### config.mk
export PLATFORM = sky130hd
export DESIGN_NAME = gcd_unit
export DESIGN_NICKNAME = d
export VERILOG_FILES = /design/src/rtl/gcd_unit.sv
export SDC_FILE = /design/constraint.sdc
export NUM_CORES = 1
export LEC_CHECK = 0
export ABC_AREA = 1
export BUFFER_PORTS_ARGS = -buffer_cell sky130_fd_sc_hd__buf_4
export CAP_MARGIN = 30
export CELL_PAD_IN_SITES_DETAIL_PLACEMENT = 2
export CELL_PAD_IN_SITES_GLOBAL_PLACEMENT = 2
export CORE_MARGIN = 4
export CORE_UTILIZATION = 32
export CTS_CLUSTER_DIAMETER = 30
export DETAILED_ROUTE_END_ITERATION = 8
export PLACE_DENSITY = 0.89
export SETUP_SLACK_MARGIN = 0.2
export SYNTH_ARGS = -nofsm -noshare
export SYNTH_HDL_FRONTEND = slang
export SYNTH_SLANG_ARGS = --single-unit
### constraint.sdc
create_clock -name clk -period 2.17 [get_ports clk]
set_clock_uncertainty 0.05 [all_clocks]
set_input_delay 0.1085 -clock clk [delete_from_list [all_inputs] [get_ports clk]]
set_output_delay 0.1085 -clock clk [all_outputs]
set_load 0.005 [all_outputs]
### src/rtl/gcd_unit.sv
// N-bit GCD engine: IDLE/CALC/DONE controller plus datapath, valid/ready on both sides.
// Define GCD_STEIN_EN to replace the subtractive step with the binary (Stein) algorithm.
module gcd_unit #(
    parameter int N  = 8,
    parameter int KW = 4
) (
    input  logic         clk,
    input  logic         clr_n,
    input  logic         in_valid,
    output logic         in_ready,
    input  logic [N-1:0] xin,
    input  logic [N-1:0] yin,
    output logic         out_valid,
    input  logic         out_ready,
    output logic [N-1:0] gcd,
    output logic         zflg,
    output logic         busy
);

    if (N < 2 || (2 ** KW) <= N) begin : g_bad_param
        $error("gcd_unit: need N >= 2 and 2**KW > N");
    end

    typedef enum logic [1:0] {IDLE, CALC, DONE} state_t;

    state_t       state_q, state_d;
    logic [N-1:0] x_q, x_d, y_q, y_d;
    logic [N-1:0] gcd_q, gcd_d;
    logic         zflg_q, zflg_d;
    logic         x_zero, y_zero;
`ifdef GCD_STEIN_EN
    logic [KW-1:0] k_q, k_d;
`endif

    assign x_zero = (x_q == '0);
    assign y_zero = (y_q == '0);

    always_comb begin
        state_d = state_q;
        x_d     = x_q;
        y_d     = y_q;
        gcd_d   = gcd_q;
        zflg_d  = zflg_q;
`ifdef GCD_STEIN_EN
        k_d     = k_q;
`endif
        case (state_q)
            IDLE: begin
                if (in_valid) begin
                    x_d     = xin;
                    y_d     = yin;
`ifdef GCD_STEIN_EN
                    k_d     = '0;
`endif
                    state_d = CALC;
                end
            end
            CALC: begin
`ifdef GCD_STEIN_EN
                // k counts the shared factors of two stripped off; restored on exit
                if (x_zero || y_zero) begin
                    gcd_d   = (x_q | y_q) << k_q;
                    zflg_d  = x_zero && y_zero;
                    state_d = DONE;
                end else if (x_q == y_q) begin
                    gcd_d   = x_q << k_q;
                    zflg_d  = 1'b0;
                    state_d = DONE;
                end else if (!x_q[0] && !y_q[0]) begin
                    x_d = x_q >> 1;
                    y_d = y_q >> 1;
                    k_d = k_q + 1'b1;
                end else if (!x_q[0]) begin
                    x_d = x_q >> 1;
                end else if (!y_q[0]) begin
                    y_d = y_q >> 1;
                end else if (x_q < y_q) begin
                    y_d = y_q - x_q;
                end else begin
                    x_d = x_q - y_q;
                end
`else
                if (x_zero || y_zero) begin
                    gcd_d   = x_q | y_q;
                    zflg_d  = x_zero && y_zero;
                    state_d = DONE;
                end else if (x_q == y_q) begin
                    gcd_d   = x_q;
                    zflg_d  = 1'b0;
                    state_d = DONE;
                end else if (x_q < y_q) begin
                    y_d = y_q - x_q;
                end else begin
                    x_d = x_q - y_q;
                end
`endif
            end
            DONE: begin
                if (out_ready) state_d = IDLE;
            end
            default: state_d = IDLE;
        endcase
    end

    always_ff @(posedge clk or negedge clr_n) begin
        if (!clr_n) begin
            state_q <= IDLE;
            x_q     <= '0;
            y_q     <= '0;
            gcd_q   <= '0;
            zflg_q  <= 1'b0;
`ifdef GCD_STEIN_EN
            k_q     <= '0;
`endif
        end else begin
            state_q <= state_d;
            x_q     <= x_d;
            y_q     <= y_d;
            gcd_q   <= gcd_d;
            zflg_q  <= zflg_d;
`ifdef GCD_STEIN_EN
            k_q     <= k_d;
`endif
        end
    end

    assign in_ready  = (state_q == IDLE);
    assign busy      = (state_q != IDLE);
    assign out_valid = (state_q == DONE);
    assign gcd       = gcd_q;
    assign zflg      = zflg_q;

endmodule

-- After elaboration in Yosys (flattened, before gate mapping)
Index checks and enable logic that the tools add are counted.
- bits in writable memories: 0
- word-level logic and storage cells: 50
- output and inout bits: 12
- bits in read-only memories: 0
- bits of input ports: 20
- flip-flop bits (word level): 27
- bits in latches: 0
- memories: 0
- order comparisons: 1
- bitwise operators: 1
- muxes and demuxes: 19
- shifts and indexed selects: 0
- multiply operators: 0
- div/mod/pow operators: 0
- equality and inequality tests: 10
- reductions and logical operators: 12
- $add $sub $neg: 2
- operators with widths (kind ; count):
    $mux 8 ; 10
    $pmux 8 s2 ; 2
    $logic_not 8->1 ; 2
    $sub 8x8->8 ; 2
    $ne 2x2->1 const B ; 5
    $reduce_and 5->1 ; 2
    $eq 8x8->1 ; 1
    $lt 8x8->1 ; 1
    $mux 2 ; 4
    $or 8x8->8 ; 1
    $pmux 2 s3 ; 1
    $reduce_bool 2->1 ; 3
    $ne 3x3->1 const B ; 1
    $reduce_and 3->1 ; 1
    $eq 2x1->1 const B ; 1
    $eq 2x2->1 const B ; 1
    $logic_not 2->1 ; 1
    $mux 1 ; 2
    $ne 2x1->1 const B ; 1
    $reduce_and 2->1 ; 1
    $logic_and 1x1->1 ; 1
    $logic_or 1x1->1 ; 1

-- Longest topological paths before layout
- depth in word-level cells: 5
- mapped depth: 13
- gate-level depth less buffers: 13

-- Least setup slack after synthesis
OpenSTA, ideal clock, no wires.
- kind: reg-to-reg
- start point: register x_q[0]
- end point: register x_q[7]
- cell stages (with the launch flop): 14
- library setup time: 65 ps
- arrival time: 1859 ps
- slack: 196 ps
- path buffers: 1
- period minus slack after synthesis: 1974 ps
- required time: 2055 ps
- path through: dfrtp_1 inv_1 ha_1 fa_1 inv_1 nand2_1 nand2_1 nand3_1 nand2_1 nor2_2 nor2_4 buf_6 nand3_1 nand2_1
- word-level cells in the longest chain between the ends: 5
- elaborated cells between the ends (all ways): 13
- those cells by class: add/sub: 1; order compare: 1; eq/ne: 4; mux: 4; reduce/logical: 3
- RTL lines (element ; line ; source):
    from (decl) ; 27 ; logic [N-1:0] x_q, x_d, y_q, y_d;
    from (signal assigned) ; 108 ; x_q <= '0;
    from (signal assigned) ; 117 ; x_q <= x_d;
    $sub 8x8->8 ; 94 ; x_d = x_q - y_q;
    $mux 8 ; 91 ; end else if (x_q < y_q) begin
    $mux 8 ; 87 ; end else if (x_q == y_q) begin
    $mux 8 ; 83 ; if (x_zero || y_zero) begin
    $pmux 8 s2 ; 47 ; case (state_q)
Several ways; a longest one is shown, not always the timed one. The select of a mux whose other input is x is not followed.
A chain may end at the register's enable or synchronous reset.

-- Worst setup path in the final report
- start point: register x_q[4]
- end point: register x_q[7]
The elaborated chain is that of the path after synthesis.

==> summary.md <==
| Metric | Value |
|---|---|
| Start point of the worst min-delay path | `yin[7]` |
| Mapped Cells | `318` |
| Worst-case setup slack after placement | `-0.210 ns` |
| RSZ-0062 raised after global routing | `yes` |
| Yosys reg bits | `27` |
| Yosys Warn Count | `0` |
| Worst hold slack | `0.114 ns` |
| Commonest non-fill, non-tap cells in the layout | `94 x sky130_fd_sc_hd__nand2_1, 66 x sky130_fd_sc_hd__buf_4, 31 x sky130_fd_sc_hd__inv_1, 25 x sky130_fd_sc_hd__dfrtp_1, 23 x sky130_fd_sc_hd__nand3_1` |
| Initial antenna violation count | `0` |
| Area added between synthesis and finish | `47.2%` |
| Met3 layer wire length in the routed design | `686 um` |
| Cell Chain, Critical Path | `inv_1, ha_1, buf_4, nor2_2, and2_1, nand2_1, nand3_1, nand3_1, nand3_1, nand2_1` |
| Core Rows | `29` |
| Peak clock frequency supported by timing | `0.443 GHz` |
| Nets in the synthesized netlist | `363` |
| Avg Vias per Cell | `5.68` |
| CTS max path bufs | `2` |
| Antenna diodes | `0` |
| Nets | `436` |
| Die ar. | `8220 um2` |
| Top-level port count | `32` |
| TritonCTS clock tree | `done` |
| Simple-gate share of the synthesized area | `33.1%` |
| Total length of routed met2 wires | `6610 um` |
| Via count of the routed design | `2,651` |
| Critical path required time | `2.30 ns` |
| Initial Utilization | `33.7%` |
| Max incr delay on CP | `0.45 ns` |
| Number of buffers created by CTS | `3` |
| Max_slew headroom | `74.8%` |
| Height of the die | `90.7 um` |
| Status | `complete, but fails checks` |
| Master cell of the clock root buffer | `sky130_fd_sc_hd__clkbuf_8` |
| Largest delay contributor family on the critical path | `simple AND/OR/NAND/NOR gates` |
| Crit Reg-Reg Startpoint | `x_q[4]$_DFFE_PN0P_` |
| Sequential-to-total area share from yosys stat | `30.9%` |
| Leading area contributor after synthesis | `sky130_fd_sc_hd__dfrtp_1` |
| Worst hold path type | `in2reg` |
| CTS H-Tree Depth | `1` |
| DRT Wirelength | `13,200 um` |
| Mean area per synthesized cell | `6.87 um2` |
| Fraction of layout instances using a drive strength above 1 | `39.5%` |
| Most Frequent Cell on Critical Path | `sky130_fd_sc_hd__nand3_1` |
| Wl on met1 | `5260 um` |
| Slew at the pin closest to its max-slew limit | `0.375 ns` |
| Pre-antenna DRT Iters | `4` |
| Worst path buffer plus inverter count | `2` |
| Max Transition Viols Final | `0` |
| Cell at the slowest stage of the critical path | `sky130_fd_sc_hd__dfrtp_1` |
| Highest routed metal layer | `met4` |
| Shortest period the worst path allows | `2.26 ns` |
| Type of destination of the critical path | `register` |
| Data arrival time at the worst-slack endpoint | `2.39 ns` |
| Gpl congestion | `0.846` |
| Number of hold violations in the final report | `0` |
| Critical path start-end classification | `reg2reg` |
| Post-synth cell types | `30` |
| Mapped Area | `2190 um2` |
| Maximum fanout encountered on the critical timing path | `5` |
| Placeable core area | `6490 um2` |
| Multiplexer share of the synthesized area | `0%` |
| Maximum number of pins on one net before global-route repair | `28` |
| Clock-pin slew reported for the worst setup and hold paths after clock tree synthesis | `0.11 ns` |
| First-pass GRT wire length | `17,700 um` |
| Crit share post-route | `104%` |
| Failing checks | `setup timing` |
| Clock tree sinks | `27` |
| Most common library cell in the layout ignoring fill and taps | `sky130_fd_sc_hd__nand2_1` |
| Share of the synthesized area in the top cell type | `30.9%` |
| Dpl hpwl | `6760 um` |
| Leading post-synthesis cells by cell area | `sky130_fd_sc_hd__dfrtp_1 31%, sky130_fd_sc_hd__nand2_1 20%, sky130_fd_sc_hd__ha_1 13%` |
| Maximum capacitance violations | `0` |
| Via count of the first global-routing pass | `2,911` |
| Accumulated negative setup slack | `-0.585 ns` |
| Number of violations reported at the end of detailed-routing iteration 0 | `178` |
| Final setup viols | `15` |
| Complex-gate fraction of the synthesized area | `10.4%` |
| Total gr overflow | `0` |
| Start point of the critical path | `x_q[4]$_DFFE_PN0P_` |
| Remaining design rule violation count | `0` |
| Arithmetic-cell share of the synthesized area counting full adders, half adders and majority gates | `15.0%` |
| Post-DR wirelength/cell | `28.2 um` |
| Post-route antenna net violation count | `0` |
| Dominant combinational cell family by area after synthesis | `simple AND/OR/NAND/NOR gates` |
| All-Layer GR Usage | `28.2%` |
| Launching element type of the critical path | `register` |
| I/O Buffers | `31` |
| Slack of the critical path | `-0.0872 ns` |
| Die outline width | `90.7 um` |
| Clock latency on the worst-skew pair | `0.29 ns` |
| Synthesized-area fraction occupied by xor and xnor cells | `0.401%` |
## cell type report
cell class                      count  area (um2)
Fill cell                         728        3280
Clock buffer                        4        45.0
Timing Repair Buffer               74         626
Multi-Input combinational cell    240        1600
Sequential cell                    27         678
Tap cell                           77        96.3
Inverter                           45         171
## cell families (layout without fill, tap and decap cells)
family,count (synthesis),after routing
and+or+nand+nor,171,172
buffers and inverters,52,123
AOI/OAI and AO/OA,42,42
DFF,27,27
adders and majority gates,25,25
xor gates and xnor gates,1,1
## flip-flops by register name, indices dropped and copies added (netlist names)
name     count
y_q          8
zflg         1
state_q      2
gcd          8
x_q          8
## through the flow
| step | cells | area (um2) | utilization (%) |
|---|---|---|---|
| after floorplan | 318 | 2190 | - |
| after global placement | 442 | 2650 | 40.7 |
| after detailed placement | 442 | 2650 | 40.7 |
| after CTS | 458 | 2930 | 45.1 |
| after global routing | 467 | 3220 | 49.5 |
| final | 467 | 3220 | 49.5 |
## worst paths after layout
path / endpoint / slack [ns] / cells past startpoint
worst max-delay path: x_q[7]$_DFFE_PN0P_ / -0.09 / 10
worst min-delay path: y_q[7]$_DFFE_PN0P_ / 0.11 / 4
worst max register to register: x_q[7]$_DFFE_PN0P_ / -0.09 / 10
worst min register to register: gcd[2]$_DFFE_PN0P_ / 0.47 / 2
max in group asynchronous: y_q[0]$_DFFE_PN0P_ / 1.52 / 2
min in group asynchronous: y_q[4]$_DFFE_PN0P_ / 0.25 / 2
## routing by layer
| layer | up-vias | track usage [%] |
|---|---|---|
| li1 | 1137 | - |
| met1 | 1337 | 33.2 |
| met2 | 131 | 51.0 |
| met3 | 46 | 3.00 |
| met4 | 0 | 13.1 |
| met5 | - | 0 |
## Yosys cell counts
library cell / count
sky130_fd_sc_hd__a21oi_1: 6
sky130_fd_sc_hd__xnor2_1: 1
sky130_fd_sc_hd__nor2_1: 16
sky130_fd_sc_hd__o21ai_1: 10
sky130_fd_sc_hd__or2_1: 1
sky130_fd_sc_hd__inv_1: 41
sky130_fd_sc_hd__clkbuf_1: 1
sky130_fd_sc_hd__buf_2: 1
sky130_fd_sc_hd__or2_2: 2
sky130_fd_sc_hd__a21oi_2: 1
sky130_fd_sc_hd__and2_1: 1
sky130_fd_sc_hd__o21bai_1: 2
sky130_fd_sc_hd__buf_6: 3
sky130_fd_sc_hd__nand4_1: 2
sky130_fd_sc_hd__ha_1: 23
sky130_fd_sc_hd__fa_1: 2
sky130_fd_sc_hd__o21ai_0: 20
sky130_fd_sc_hd__o21ai_2: 1
sky130_fd_sc_hd__nor3_1: 1
sky130_fd_sc_hd__nor2_4: 3
sky130_fd_sc_hd__inv_2: 4
sky130_fd_sc_hd__nand2_1: 115
sky130_fd_sc_hd__o31ai_1: 1
sky130_fd_sc_hd__a21o_1: 1
sky130_fd_sc_hd__dfrtp_1: 27
sky130_fd_sc_hd__nand2_2: 3
sky130_fd_sc_hd__buf_4: 1
sky130_fd_sc_hd__nor2_2: 1
sky130_fd_sc_hd__buf_1: 1
sky130_fd_sc_hd__nand3_1: 26
## tightest hold or removal path, cell delays in order
cell                      delay, ns
sky130_fd_sc_hd__buf_4         0.07
sky130_fd_sc_hd__or2_2         0.10
sky130_fd_sc_hd__nand3_1       0.08
sky130_fd_sc_hd__nand2_1       0.07
## what timing repair did
action / in CTS / in global routing
gates resized for setup: 37 / 53
hold buffers: 2 / 0
setup endpoints to repair: 26 / 27
hold endpoints to repair: 28 / 0
cloned: 1 / 1
pin swaps: 9 / 13
setup buffers: 9 / 8
Power is left out: the tool's default activity adds up to more than one toggle a clock period on the data nets, which glitch-free logic cannot reach.
